`src/rtl/fetch_stage_pkg.sv`:
```
// Shared processor definitions used by the fetch stage: reset PC, ECALL encoding
// and the fetch run/halt state.
package fetch_stage_pkg;

    localparam logic [31:0] RESET_PC   = 32'h0100_0000;
    localparam logic [31:0] ECALL_INSN = 32'h0000_0073;

    typedef enum logic {
        ST_RUN  = 1'b0,
        ST_HALT = 1'b1
    } fetch_state_t;

endpackage

```
`src/rtl/fetch_stage_fifo.sv`:
```
// Instruction buffer for the fetch stage: DEPTH entries of {pc, insn} with flush.
// The head entry is read straight out of the storage registers.
module fetch_fifo #(
    parameter int DEPTH = 2,
    parameter int WIDTH = 64
) (
    input  logic                   clk,
    input  logic                   reset,
    input  logic                   push,
    input  logic [WIDTH-1:0]       push_data,
    input  logic                   pop,
    input  logic                   flush,
    output logic [WIDTH-1:0]       head_data,
    output logic [$clog2(DEPTH):0] count
);

    localparam int PW = $clog2(DEPTH);
    localparam int CW = PW + 1;

    logic [WIDTH-1:0] mem [DEPTH];
    logic [PW-1:0]    rd_ptr;
    logic [PW-1:0]    wr_ptr;
    logic             full;
    logic             do_push;
    logic             do_pop;

    // A push into a full buffer is only taken when the head leaves in the same cycle
    assign full    = (count == CW'(DEPTH));
    assign do_push = push && (!full || pop);
    assign do_pop  = pop && (count != '0);

    always_ff @(posedge clk or negedge reset) begin
        if (!reset) begin
            rd_ptr <= '0;
            wr_ptr <= '0;
            count  <= '0;
        end else if (flush) begin
            rd_ptr <= '0;
            wr_ptr <= '0;
            count  <= '0;
        end else begin
            if (do_push) wr_ptr <= wr_ptr + PW'(1);
            if (do_pop)  rd_ptr <= rd_ptr + PW'(1);
            count <= count + CW'(do_push) - CW'(do_pop);
        end
    end

    always_ff @(posedge clk) begin
        if (do_push && !flush) mem[wr_ptr] <= push_data;
    end

    assign head_data = mem[rd_ptr];

endmodule

```
`src/rtl/fetch_stage.sv`:
```
// Instruction fetch stage: credit-limited request issue, in-order response tracking
// with discard after redirect/ecall, and a small buffer feeding decode.
module fetch_stage
    import fetch_stage_pkg::*;
#(
    parameter int                AWIDTH    = 32,
    parameter int                DWIDTH    = 32,
    parameter logic [AWIDTH-1:0] BASE_ADDR = AWIDTH'(RESET_PC),
    parameter int                DEPTH     = 2
) (
    input  logic              clk,
    input  logic              reset,
    output logic              imem_req_valid,
    output logic [AWIDTH-1:0] imem_req_addr,
    input  logic              imem_req_ready,
    input  logic              imem_rsp_valid,
    input  logic [DWIDTH-1:0] imem_rsp_data,
    input  logic              redirect_valid,
    input  logic [AWIDTH-1:0] redirect_pc,
    output logic              insn_valid,
    input  logic              insn_ready,
    output logic [AWIDTH-1:0] insn_pc,
    output logic [DWIDTH-1:0] insn_data,
    output logic              halted
);

    localparam int             CW      = $clog2(DEPTH) + 1;
    localparam logic [CW:0]    DEPTH_W = (CW+1)'(DEPTH);

    logic [AWIDTH-1:0]        fetch_pc;
    logic [AWIDTH-1:0]        rsp_pc;
    logic [CW-1:0]            in_flight;
    logic [CW-1:0]            drop_cnt;
    logic [CW-1:0]            fifo_count;
    fetch_state_t             state;

    logic [AWIDTH+DWIDTH-1:0] head;
    logic [CW:0]              credits_used;
    logic [CW-1:0]            in_flight_nxt;
    logic [AWIDTH-1:0]        target_pc;
    logic                     req_fire;
    logic                     pop;
    logic                     push;
    logic                     flush;
    logic                     is_ecall;
    logic                     rsp_drop;

    // Outstanding requests plus buffered instructions may never exceed the buffer size
    assign credits_used   = {1'b0, in_flight} + {1'b0, fifo_count};
    assign imem_req_valid = reset && (state == ST_RUN) && !redirect_valid
                            && (credits_used < DEPTH_W);
    assign imem_req_addr  = fetch_pc;
    assign req_fire       = imem_req_valid && imem_req_ready;

    assign insn_valid = (fifo_count != '0) && (state == ST_RUN);
    assign insn_pc    = insn_valid ? head[AWIDTH+DWIDTH-1:DWIDTH] : '0;
    assign insn_data  = insn_valid ? head[DWIDTH-1:0] : '0;
    assign halted     = (state == ST_HALT);

    assign pop      = insn_valid && insn_ready && !redirect_valid;
    assign is_ecall = pop && (insn_data == DWIDTH'(ECALL_INSN));
    assign rsp_drop = (drop_cnt != '0);
    assign push     = imem_rsp_valid && !rsp_drop && (state == ST_RUN) && !redirect_valid;
    assign flush    = redirect_valid || is_ecall;

    assign in_flight_nxt = in_flight + CW'(req_fire) - CW'(imem_rsp_valid);
    assign target_pc     = redirect_pc & ~AWIDTH'(3);

    // Responses already requested when a redirect or ecall hits are counted into
    // drop_cnt, so they are discarded as they return in order.
    always_ff @(posedge clk or negedge reset) begin
        if (!reset) begin
            fetch_pc  <= BASE_ADDR;
            rsp_pc    <= BASE_ADDR;
            in_flight <= '0;
            drop_cnt  <= '0;
            state     <= ST_RUN;
        end else if (redirect_valid) begin
            fetch_pc  <= target_pc;
            rsp_pc    <= target_pc;
            in_flight <= in_flight_nxt;
            drop_cnt  <= in_flight_nxt;
            state     <= ST_RUN;
        end else begin
            in_flight <= in_flight_nxt;
            if (req_fire) fetch_pc <= fetch_pc + AWIDTH'(4);
            if (push)     rsp_pc   <= rsp_pc + AWIDTH'(4);
            if (is_ecall) begin
                state    <= ST_HALT;
                drop_cnt <= in_flight_nxt;
            end else if (imem_rsp_valid && rsp_drop) begin
                drop_cnt <= drop_cnt - CW'(1);
            end
        end
    end

    fetch_fifo #(
        .DEPTH (DEPTH),
        .WIDTH (AWIDTH + DWIDTH)
    ) u_fifo (
        .clk       (clk),
        .reset     (reset),
        .push      (push),
        .push_data ({rsp_pc, imem_rsp_data}),
        .pop       (pop),
        .flush     (flush),
        .head_data (head),
        .count     (fifo_count)
    );

endmodule

```
`config.mk`:
```
export PLATFORM = sky130hd
export DESIGN_NAME = fetch_stage
export DESIGN_NICKNAME = d
export VERILOG_FILES = /design/src/rtl/fetch_stage_pkg.sv /design/src/rtl/fetch_stage_fifo.sv /design/src/rtl/fetch_stage.sv
export SDC_FILE = /design/constraint.sdc
export NUM_CORES = 1
export LEC_CHECK = 0
export ABC_AREA = 1
export BUFFER_PORTS_ARGS = -buffer_cell sky130_fd_sc_hd__buf_2
export CORE_ASPECT_RATIO = 1.4
export CORE_MARGIN = 2
export CORE_UTILIZATION = 61
export CTS_CLUSTER_SIZE = 10
export DETAILED_ROUTE_END_ITERATION = 10
export HOLD_SLACK_MARGIN = 0.12
export PLACE_DENSITY = 0.94
export SYNTH_ARGS = -nofsm -noshare
export SYNTH_HDL_FRONTEND = slang
export SYNTH_SLANG_ARGS = --single-unit
```
`constraint.sdc`:
```
create_clock -name clk -period 12 [get_ports clk]
set_input_delay 1.8 -clock clk [delete_from_list [all_inputs] [get_ports clk]]
set_output_delay 1.8 -clock clk [all_outputs]
set_load 0.01 [all_outputs]
```
==> results of run 1 <==
logic make-up after synthesis:
logic type	after synthesis	share of synthesized area [%]
compound gates	60	4.00
flops	193	55.8
simple gates	665	27.7
xor+xnor	37	3.32
buf+inv	186	7.94
mux	1	0.102
other cells	1	0.0384
fa+ha+maj	8	1.10
metal layers:
metal | GRT usage [%] | share of wire [%] | routed length, µm | vias to the layer above
met1 | 35.5 | 37 | 9440 | 3882
met4 | 19.2 | 5.7 | 1460 | 0
met3 | 4.69 | 7.1 | 1820 | 126
met5 | 0 | 0 | 0 | -
met2 | 51.9 | 50 | 12700 | 473
li1 | - | - | - | 3981
Yosys cell counts, types with 3 or more instances:
cell type | number | share of area, %
a21oi_1 | 9 | 0.46
a31oi_1 | 4 | 0.26
buf_2 | 9 | 0.46
buf_4 | 7 | 0.54
buf_6 | 5 | 0.58
clkbuf_1 | 14 | 0.54
dfrtp_1 | 67 | 17
edfxtp_1 | 124 | 38
ha_1 | 7 | 0.90
inv_1 | 145 | 5.6
nand2_1 | 465 | 18
nand3_1 | 57 | 2.9
nand4_1 | 18 | 1.2
nor2_1 | 84 | 3.2
nor2_2 | 5 | 0.32
nor3_1 | 21 | 1.1
nor4_1 | 3 | 0.19
o211ai_1 | 20 | 1.5
o21ai_0 | 16 | 0.82
o21bai_1 | 3 | 0.23
o221ai_1 | 6 | 0.54
xnor2_1 | 11 | 0.99
xor2_1 | 26 | 2.3
metrics by stage:
stage               total power [mW]  instances  worst slack (ps)  hold WS (ps)
global route                    1.94       1513              6760           552
global placement                1.25       1481              6740           483
finish                          1.85       1513              6950           528
floorplan                       1.12       1154              4670           464
detailed placement              1.28       1481              6630           497
CTS                             1.85       1513              7010           527
registers in the layout, indices dropped and copies added (netlist names):
| register | count |
|---|---|
| drop_cnt | 2 |
| halted | 1 |
| imem_req_addr | 30 |
| in_flight | 2 |
| rsp_pc | 30 |
| u_fifo.count | 2 |
| u_fifo.mem | 124 |
| u_fifo.rd_ptr | 1 |
| u_fifo.wr_ptr | 1 |
power groups by stage:
stage | Clock (mW) | Combinational [mW] | Sequential [mW]
global placement | 0 | 0.398 | 0.853
detailed placement | 0 | 0.418 | 0.857
finish | 0.582 | 0.426 | 0.846
floorplan | 0 | 0.278 | 0.846
global route | 0.612 | 0.473 | 0.855
CTS | 0.584 | 0.425 | 0.844
final cells by class:
| class | count | area share [%] |
|---|---|---|
| Sequential cell | 193 | 48.3 |
| Multi-Input combinational cell | 775 | 31.5 |
| Clock buffer | 17 | 3.76 |
| Timing Repair Buffer | 168 | 7.57 |
| Clock inverter | 15 | 1.76 |
| Inverter | 149 | 4.97 |
| Tap cell | 196 | 2.17 |
worst paths after layout:
kind,end,slack [ps],cells past startpoint
hold reg to reg,u_fifo.mem[0][38],530,0
hold / removal,u_fifo.mem[0][38],530,0
min in group asynchronous,rsp_pc[28],1320,1
max in group asynchronous,u_fifo.rd_ptr,9550,2
setup reg to reg,u_fifo.mem[0][7],8470,11
setup / recovery,u_fifo.mem[0][7],6950,9
critical path, stage by stage:
cell,delay (ps)
buf_2,530
clkinv_1,960
nand2_1,630
inv_2,270
nand2_1,220
inv_1,90
nand4_1,160
inv_2,60
buf_4,380
==> summary.md, run 1 <==
| Metric | Value |
|---|---|
| Sequential cell area | 5450 µm² |
| Std cell rows | 54 |
| Seq pwr share | 45.7% |
| Number of synthesized flops with an enable pin | 124 |
| Dpl hpwl | 17.8 mm |
| CP Data Arrival Time | 5150 ps |
| Tmin final | 5050 ps |
| Drt first pass iters | 6 |
| Clock buffer depth | 2 |
| Detailed Route Iter0 Violations | 1,003 |
| Cell Int Power | 1.21 mW |
| Die W | 111 µm |
| Routability congestion estimate | 0.943 |
| R2r startpoint | drop_cnt[0] |
| Routed Antenna Nets | 0 |
| Initial Utilization | 62.6% |
| Clk pwr share | 31.4% |
| CORE AREA | 15,600 µm² |
| CTS Root Cell | clkbuf_16 |
| Setup TNS Final | 0 ps |
| Diodes inserted | 0 |
| RSZ-0062 raised after global routing | false |
| Worst hold path type | reg -> reg |
| Endpoints failing setup | 0 |
| Setup Skew | 16.5 ps |
| Mapped Avg Cell Area | 8.49 µm² |
| Syn Inst Count | 1,151 |
| Final hold vios | 0 |
| Relative max-transition margin | 37.3% |
| Initial antenna violation count | 0 |
| Vias/cell | 5.59 |
| Most frequent cells in the layout | nand2_1, buf_2, inv_1, edfxtp_1, nor2_1 |
| # fillers | 1,130 |
| Synth unique cells | 41 |
| Tightest Pin Transition | 935 ps |
| Total vias in the final route | 8,462 |
| Num ports | 169 |
| Leakage power total | 5.67 nW |
| Gr usage total | 30.2% |
| Crit end category | flip-flop |
| Worst Path Max Fanout | 62 |
| WL/cell | 16.8 µm |
| Most common cell after layout, fill and taps aside | nand2_1 |
| Max H-tree Level | 4 |
| Fraction of registers with async set/reset | 35.8% |
| Yosys warning count | 0 |
| Mapped cell area | 9770 µm² |
| Fin crit share | 42.1% |
| Area occupied by multi-input gates | 3560 µm² |
| Layout area overhead | 15.6% |
| Fin area | 11,300 µm² |
| Fmax | 198 MHz |
| Worst Path Required | 12,090 ps |
| NetSw | 643 µW |
| Post-layout net count | 1,382 |
| Max Cap Viol | 0 |
| CTS tree | yes |
| # hold bufs at CTS | 0 |
| Primary FF master, synth | edfxtp_1 |
| Util after Layout | 72.4% |
| Total routed wirelength | 25.4 mm |
| Clk_lat worst skew | 440 ps |
| Buffers on Ports | 162 |
| Worst Hold Launch | rsp_pc[6] |
| Crit path kind | in -> reg |
| Pin count of the biggest net entering global routing | 64 |
| Total gr overflow | 0 |
| Setup Buffers After CTS | 0 |
| Synth Register Bits | 193 |
| Critical path launch point | redirect_valid |
| DRC Markers | 0 |
| Logic pwr share | 23.0% |
| Max rail drop VDD | 0.000106 V |
| Power per Cell Area | 164 nW/µm² |
| Share of cells above drive strength 1 | 16.7% |
| Clk slew on worst S/H paths | 80 ps |
| Area of the die | 17,100 µm² |
| CTS resizes | 0 |
| Sw Share | 34.7% |
| CTS Sinks | 193 |
| Global-route wire length before repair | 40.9 mm |
| Type of origin of the critical path | input port |
| Vert. Die Dim | 154 µm |
| Cts bufs inserted | 17 |
| Placed inst area | 10,700 µm² |
| Vias in the first global route | 8,436 |
| Max-slew violations | 0 |
| Register area share after synthesis | 55.8% |
| Run status | completed |
(Power assumes the default switching activity.)
==> inputs of run 2 (changes only) <==
--- a/config.mk
+++ b/config.mk
@@ -9,11 +9,11 @@
 export BUFFER_PORTS_ARGS = -buffer_cell sky130_fd_sc_hd__buf_2
 export CORE_ASPECT_RATIO = 1.4
 export CORE_MARGIN = 2
-export CORE_UTILIZATION = 61
+export CORE_UTILIZATION = 51
 export CTS_CLUSTER_SIZE = 10
 export DETAILED_ROUTE_END_ITERATION = 10
 export HOLD_SLACK_MARGIN = 0.12
-export PLACE_DENSITY = 0.94
+export PLACE_DENSITY = 0.85
 export SYNTH_ARGS = -nofsm -noshare
 export SYNTH_HDL_FRONTEND = slang
 export SYNTH_SLANG_ARGS = --single-unit
==> constraint.sdc (replaced) <==
create_clock -name clk -period 4.3 [get_ports clk]
set_input_delay 0.645 -clock clk [delete_from_list [all_inputs] [get_ports clk]]
set_output_delay 0.645 -clock clk [all_outputs]
set_load 0.01 [all_outputs]
==> run 2 against run 1 <==
- cell count is 3.3% higher
- hold slack worse by 170 ps
- global-route usage is 6.7 points lower
- via count fell by 4.9%
- sequential power grew to 2.8 times the previous value
- design area increased by 0.59%
- count of clock-buffer cells in the layout unchanged
- die area increased by 19%
- combinational power rose to 2.7 times the previous value
- first-iteration DRC count down 32%
- critical path type is now reg -> reg
- critical endpoint is now u_fifo.mem[1][55]
- highest routed layer unchanged
==> summary.md, run 2 (synthesis gave the netlist of run 1 again) <==
| Metric | Value |
|---|---|
| Share of cells above drive strength 1 | 16.8% |
| Seq pwr share | 46.6% |
| Routed Antenna Nets | 0 |
| Fmax | 329 MHz |
| Std cell rows | 59 |
| Relative max-transition margin | 48.8% |
| Clk_lat worst skew | 440 ps |
| Crit end category | flip-flop |
| Logic pwr share | 22.7% |
| # fillers | 1,616 |
| Placed cells | 1,531 |
| Sequential cell area | 5450 µm² |
| Sw Share | 32.9% |
| Power per Cell Area | 447 nW/µm² |
| # hold bufs at CTS | 0 |
| Die W | 121 µm |
| Total gr overflow | 0 |
| Clk pwr share | 30.7% |
| Num ports | 169 |
| Util after Layout | 60.9% |
| Routability congestion estimate | 0.914 |
| Run status | completed |
| Most common cell after layout, fill and taps aside | nand2_1 |
| Setup TNS Final | 0 ps |
| Worst Path Required | 4400 ps |
| Pin count of the biggest net entering global routing | 64 |
| Tightest Pin Transition | 761 ps |
| Total vias in the final route | 8,045 |
| Setup Buffers After CTS | 0 |
| Most frequent cells in the layout | nand2_1, buf_2, inv_1, edfxtp_1, nor2_1 |
| Endpoints failing setup | 0 |
| Placement Setup Slack | 1180 ps |
| Tmin final | 3040 ps |
| Met3 global-route usage | 4.57% |
| Cts bufs inserted | 17 |
| Clk slew on worst S/H paths | 70 ps |
| CTS Root Cell | clkbuf_16 |
| Setup ws final | 1260 ps |
| Max rail drop VDD | 0.000243 V |
| Vias in the first global route | 7,659 |
| Non-Filler Instances | 1,563 |
| CP Data Arrival Time | 3140 ps |
| Largest Register | u_fifo.mem |
| Max H-tree Level | 4 |
| Dpl hpwl | 17.3 mm |
| Worst Path Max Fanout | 63 |
| Gr busiest metal | met2 |
| RSZ-0062 raised after global routing | false |
| Worst hold path type | in -> async |
| Worst-path cell chain | inv_4, or2_2, nand3_2, nor2_1, nand2_1, nor2_2, nand2_2, nand2_4, nor3_4, buf_12 |
| Cell Int Power | 3.40 mW |
| WL/cell | 15.1 µm |
| Crit path kind | reg -> reg |
| Area of the die | 20,300 µm² |
| Total routed wirelength | 23.6 mm |
| CTS resizes | 0 |
| NetSw | 1.67 mW |
| Fin crit share | 70.7% |
| R2R setup slack | 1260 ps |
| Initial Utilization | 52.3% |
| Max stage delay on crit path | 770 ps |
| Post-layout net count | 1,384 |
| Layout area overhead | 16.3% |
| Max-slew violations | 0 |
| Setup Skew | 19.3 ps |
| Crit-path slowest cell | dfrtp_2 |
| CORE AREA | 18,700 µm² |
| CTS Sinks | 193 |
| M1 GR Usage | 28.3% |
| Drt first pass iters | 6 |
| Clock buffer depth | 2 |
| Largest register FFs | 124 |
| Final hold vios | 0 |
| Initial antenna violation count | 0 |
| DRC Markers | 0 |
| Area occupied by multi-input gates | 3560 µm² |
| Met2 usage in global routing | 40.5% |
| Vias/cell | 5.15 |
| Global-route wire length before repair | 37.2 mm |
| Buffers on Ports | 162 |
| CTS tree | yes |
| Leakage power total | 5.68 nW |
| Gr usage total | 23.5% |
| Detailed Route Iter0 Violations | 678 |
| Type of origin of the critical path | flip-flop |
| Vert. Die Dim | 168 µm |
| Max Cap Viol | 0 |
| Diodes inserted | 0 |
==> run 2: cell count changes in the layout (fill, tap and decap cells not counted), sizes merged <==
cell      before  now
buf          168  170
clkinvlp       0    2
clkinv         9    3
bufinv         0    1
inv          155  158
==> run 2: worst max-delay path: cells and delay by family, from the launching register on <==
family | cells | cell delay [ps]
AND/OR/NAND/NOR | 8 | 1110
flip-flops | 1 | 770
buffers and inverters | 2 | 740
==> run 2: final cells by class <==
type / instances / area share, %
well taps: 244 / 2.69
repair buffers: 170 / 7.88
multi-input cells: 775 / 31.4
clock buffers: 17 / 3.74
inverters: 149 / 4.94
flip-flops and latches: 193 / 48.0
clock inverters: 15 / 1.40
==> run 2: power groups by stage <==
stage / Clock, mW / Combinational (mW) / Sequential, mW
finish: 1.56 / 1.15 / 2.36
global route: 1.67 / 1.30 / 2.39
CTS: 1.58 / 1.16 / 2.36
detailed placement: 0 / 1.15 / 2.40
global placement: 0 / 1.12 / 2.39
floorplan: 0 / 0.776 / 2.36
==> run 2: metal layers <==
layer / up-vias / wire length (µm)
met5: - / 0
met4: 0 / 870
met3: 57 / 1580
met2: 315 / 11900
met1: 3682 / 9250
li1: 3991 / -
==> run 2: path summary, 6_finish.rpt <==
kind	from	to	depth (start not counted)
worst max register to register	u_fifo.rd_ptr	u_fifo.mem[1][55]	10
worst min register to register	rsp_pc[6]	u_fifo.mem[0][38]	0
worst max-delay path	u_fifo.rd_ptr	u_fifo.mem[1][55]	10
worst min-delay path	reset	imem_req_addr[29]	2
min in group clk	imem_rsp_data[1]	u_fifo.mem[1][1]	1
max in group asynchronous	reset	u_fifo.rd_ptr	3
==> run 2: stage by stage <==
stage          power, mW  area, µm²  hold slack [ps]
6_report            5.08      11400              356
5_1_grt             5.35      11400              371
4_1_cts             5.10      11400              380
3_5_place_dp        3.55      10800              509
3_3_place_gp        3.50      10800              497
2_1_floorplan       3.14       9790              349
==> inputs of run 3 (changes only) <==
--- a/config.mk
+++ b/config.mk
@@ -9,11 +9,11 @@
 export BUFFER_PORTS_ARGS = -buffer_cell sky130_fd_sc_hd__buf_2
 export CORE_ASPECT_RATIO = 1.4
 export CORE_MARGIN = 2
-export CORE_UTILIZATION = 51
+export CORE_UTILIZATION = 57
 export CTS_CLUSTER_SIZE = 10
 export DETAILED_ROUTE_END_ITERATION = 10
 export HOLD_SLACK_MARGIN = 0.12
-export PLACE_DENSITY = 0.85
+export PLACE_DENSITY = 0.89
 export SYNTH_ARGS = -nofsm -noshare
 export SYNTH_HDL_FRONTEND = slang
 export SYNTH_SLANG_ARGS = --single-unit
==> constraint.sdc (replaced) <==
create_clock -name clk -period 2.8 [get_ports clk]
set_input_delay 0.42 -clock clk [delete_from_list [all_inputs] [get_ports clk]]
set_output_delay 0.42 -clock clk [all_outputs]
set_load 0.01 [all_outputs]
==> run 3 against run 2 <==
- global-route usage is 4.4 points higher
- register-to-register slack worse by 1000 ps
- total power is 57% higher
- critical path type is now reg -> out
- critical endpoint is now insn_pc[12]
- design area is 1.1% higher
==> summary.md, run 3 (synthesis gave the netlist of run 1 again) <==
| Metric | Value |
|---|---|
| Run status | completed |
| Gr usage total | 27.9% |
| Area of the die | 18,200 µm² |
| Most frequent cells in the layout | nand2_1, buf_2, inv_1, edfxtp_1, nor2_1 |
| Type of origin of the critical path | flip-flop |
| Max Cap Viol | 0 |
| Largest register FFs | 124 |
| Total gr overflow | 0 |
| R2R setup slack | 220 ps |
| Non-Filler Instances | 1,533 |
| Max stage delay on crit path | 610 ps |
| Clk_lat worst skew | 440 ps |
| Dpl hpwl | 17.6 mm |
| Num ports | 169 |
| Clock buffer depth | 2 |
| Crit path kind | reg -> out |
| Detailed Route Iter0 Violations | 818 |
| Final hold vios | 0 |
| Worst-path cell chain | inv_6, buf_4, nand2_1, nand2_1, nand2_1, inv_1, buf_2 |
| Fin crit share | 93.2% |
| Crit end category | primary output |
| Relative max-transition margin | 49.1% |
| Total vias in the final route | 8,281 |
| Largest Register | u_fifo.mem |
| Setup TNS Final | 0 ps |
| Worst Path Max Fanout | 33 |
| Global-route wire length before repair | 39.3 mm |
| Max rail drop VDD | 0.000362 V |
| Share of cells above drive strength 1 | 17.8% |
| Fin area | 11,500 µm² |
| Placed inst area | 10,800 µm² |
| Drt first pass iters | 5 |
| Total routed wirelength | 24.6 mm |
| Fin Hold WS | 131 ps |
| DRC Markers | 0 |
| Vias in the first global route | 8,031 |
| Area occupied by multi-input gates | 3580 µm² |
| Cts bufs inserted | 17 |
| Tightest Pin Transition | 763 ps |
| Std cell rows | 56 |
| Buffers on Ports | 162 |
| Crit-path slowest cell | dfrtp_4 |
| Layout area overhead | 17.6% |
| Initial Utilization | 58.3% |
| Power per Cell Area | 695 nW/µm² |
| WL/cell | 16.1 µm |
| Most common cell after layout, fill and taps aside | nand2_1 |
| CTS Sinks | 193 |
| Endpoints failing setup | 0 |
| Max H-tree Level | 4 |
| Placed cells | 1,498 |
| Vert. Die Dim | 159 µm |
| CTS Root Cell | clkbuf_16 |
| R2r startpoint | u_fifo.rd_ptr |
| Max-slew violations | 0 |
| Util after Layout | 68.6% |
| Sequential cell area | 5460 µm² |
| Pin count of the biggest net entering global routing | 63 |
| Vias/cell | 5.40 |
| Clk slew on worst S/H paths | 80 ps |
| Tmin final | 2610 ps |
| CTS tree | yes |
| RSZ-0062 raised after global routing | false |
| Setup Skew | 17.1 ps |
| Worst R2R Path Depth | 12 |
| Worst Path Required | 2380 ps |
| Fmax | 383 MHz |
| CP Data Arrival Time | 2190 ps |
| Post-layout net count | 1,394 |
| Die W | 115 µm |
| # hold bufs at CTS | 0 |
| Routability congestion estimate | 0.957 |
| Leakage power total | 5.75 nW |
| Worst hold path type | in -> async |
| Initial antenna violation count | 0 |
| Reg2Reg Capture Point | u_fifo.mem[0][4] |
| CORE AREA | 16,700 µm² |
| # fillers | 1,271 |
| Routed Antenna Nets | 0 |
| CP most frequent cell | nand2_1 |
run 3: final cells by class:
type | count | share of cell area (%)
clock inverters | 15 | 1.72
well taps | 203 | 2.21
clock buffers | 17 | 3.70
diodes | 1 | 0.0218
flip-flops and latches | 193 | 47.5
repair buffers | 180 | 8.67
inverters | 149 | 5.00
multi-input cells | 775 | 31.2
run 3: what timing repair did:
action,CTS,global route
hold endpoints to repair,0,0
setup endpoints to repair,0,60
resized for setup,0,2
buffers inserted,0,2
run 3: through the flow:
stage          power (mW)  worst slack, ps
3_3_place_gp         5.43              261
5_1_grt              8.41             6.86
2_1_floorplan        4.84             -335
4_1_cts              8.01              145
6_report             7.99              189
3_5_place_dp         5.50              192
run 3: where the power goes:
group	internal, mW	switching (mW)
sequential	3.33	0.301
combinational	0.666	1.17
clock	1.31	1.21
run 3: worst max path at each step:
stage | startpoint | endpoint | slack [ps] | cells after the start
global placement | u_fifo.rd_ptr | u_fifo.mem[0][5] | 260 | 12
detailed placement | u_fifo.rd_ptr | u_fifo.mem[0][5] | 190 | 12
finish | u_fifo.rd_ptr | insn_pc[12] | 190 | 7
floorplan | halted | u_fifo.mem[1][0] | -330 | 10
global route | u_fifo.count[0] | imem_req_addr[23] | 7 | 11
CTS | u_fifo.rd_ptr | insn_pc[12] | 140 | 7
run 3: metal layers:
layer  vias to the layer above  global-route usage, %  routed length, µm
li1                       4014                      -                  -
met1                      3799                   32.5               9310
met2                       387                   47.3              12200
met3                        81                   4.31               1670
met4                         0                   17.8               1400
met5                         -                      0                  0
run 3: worst max-delay path: cells and delay by family, from the launching register on:
kind,cells,cell delay (ps)
buf+inv,4,830
flops,1,610
simple gates,3,290
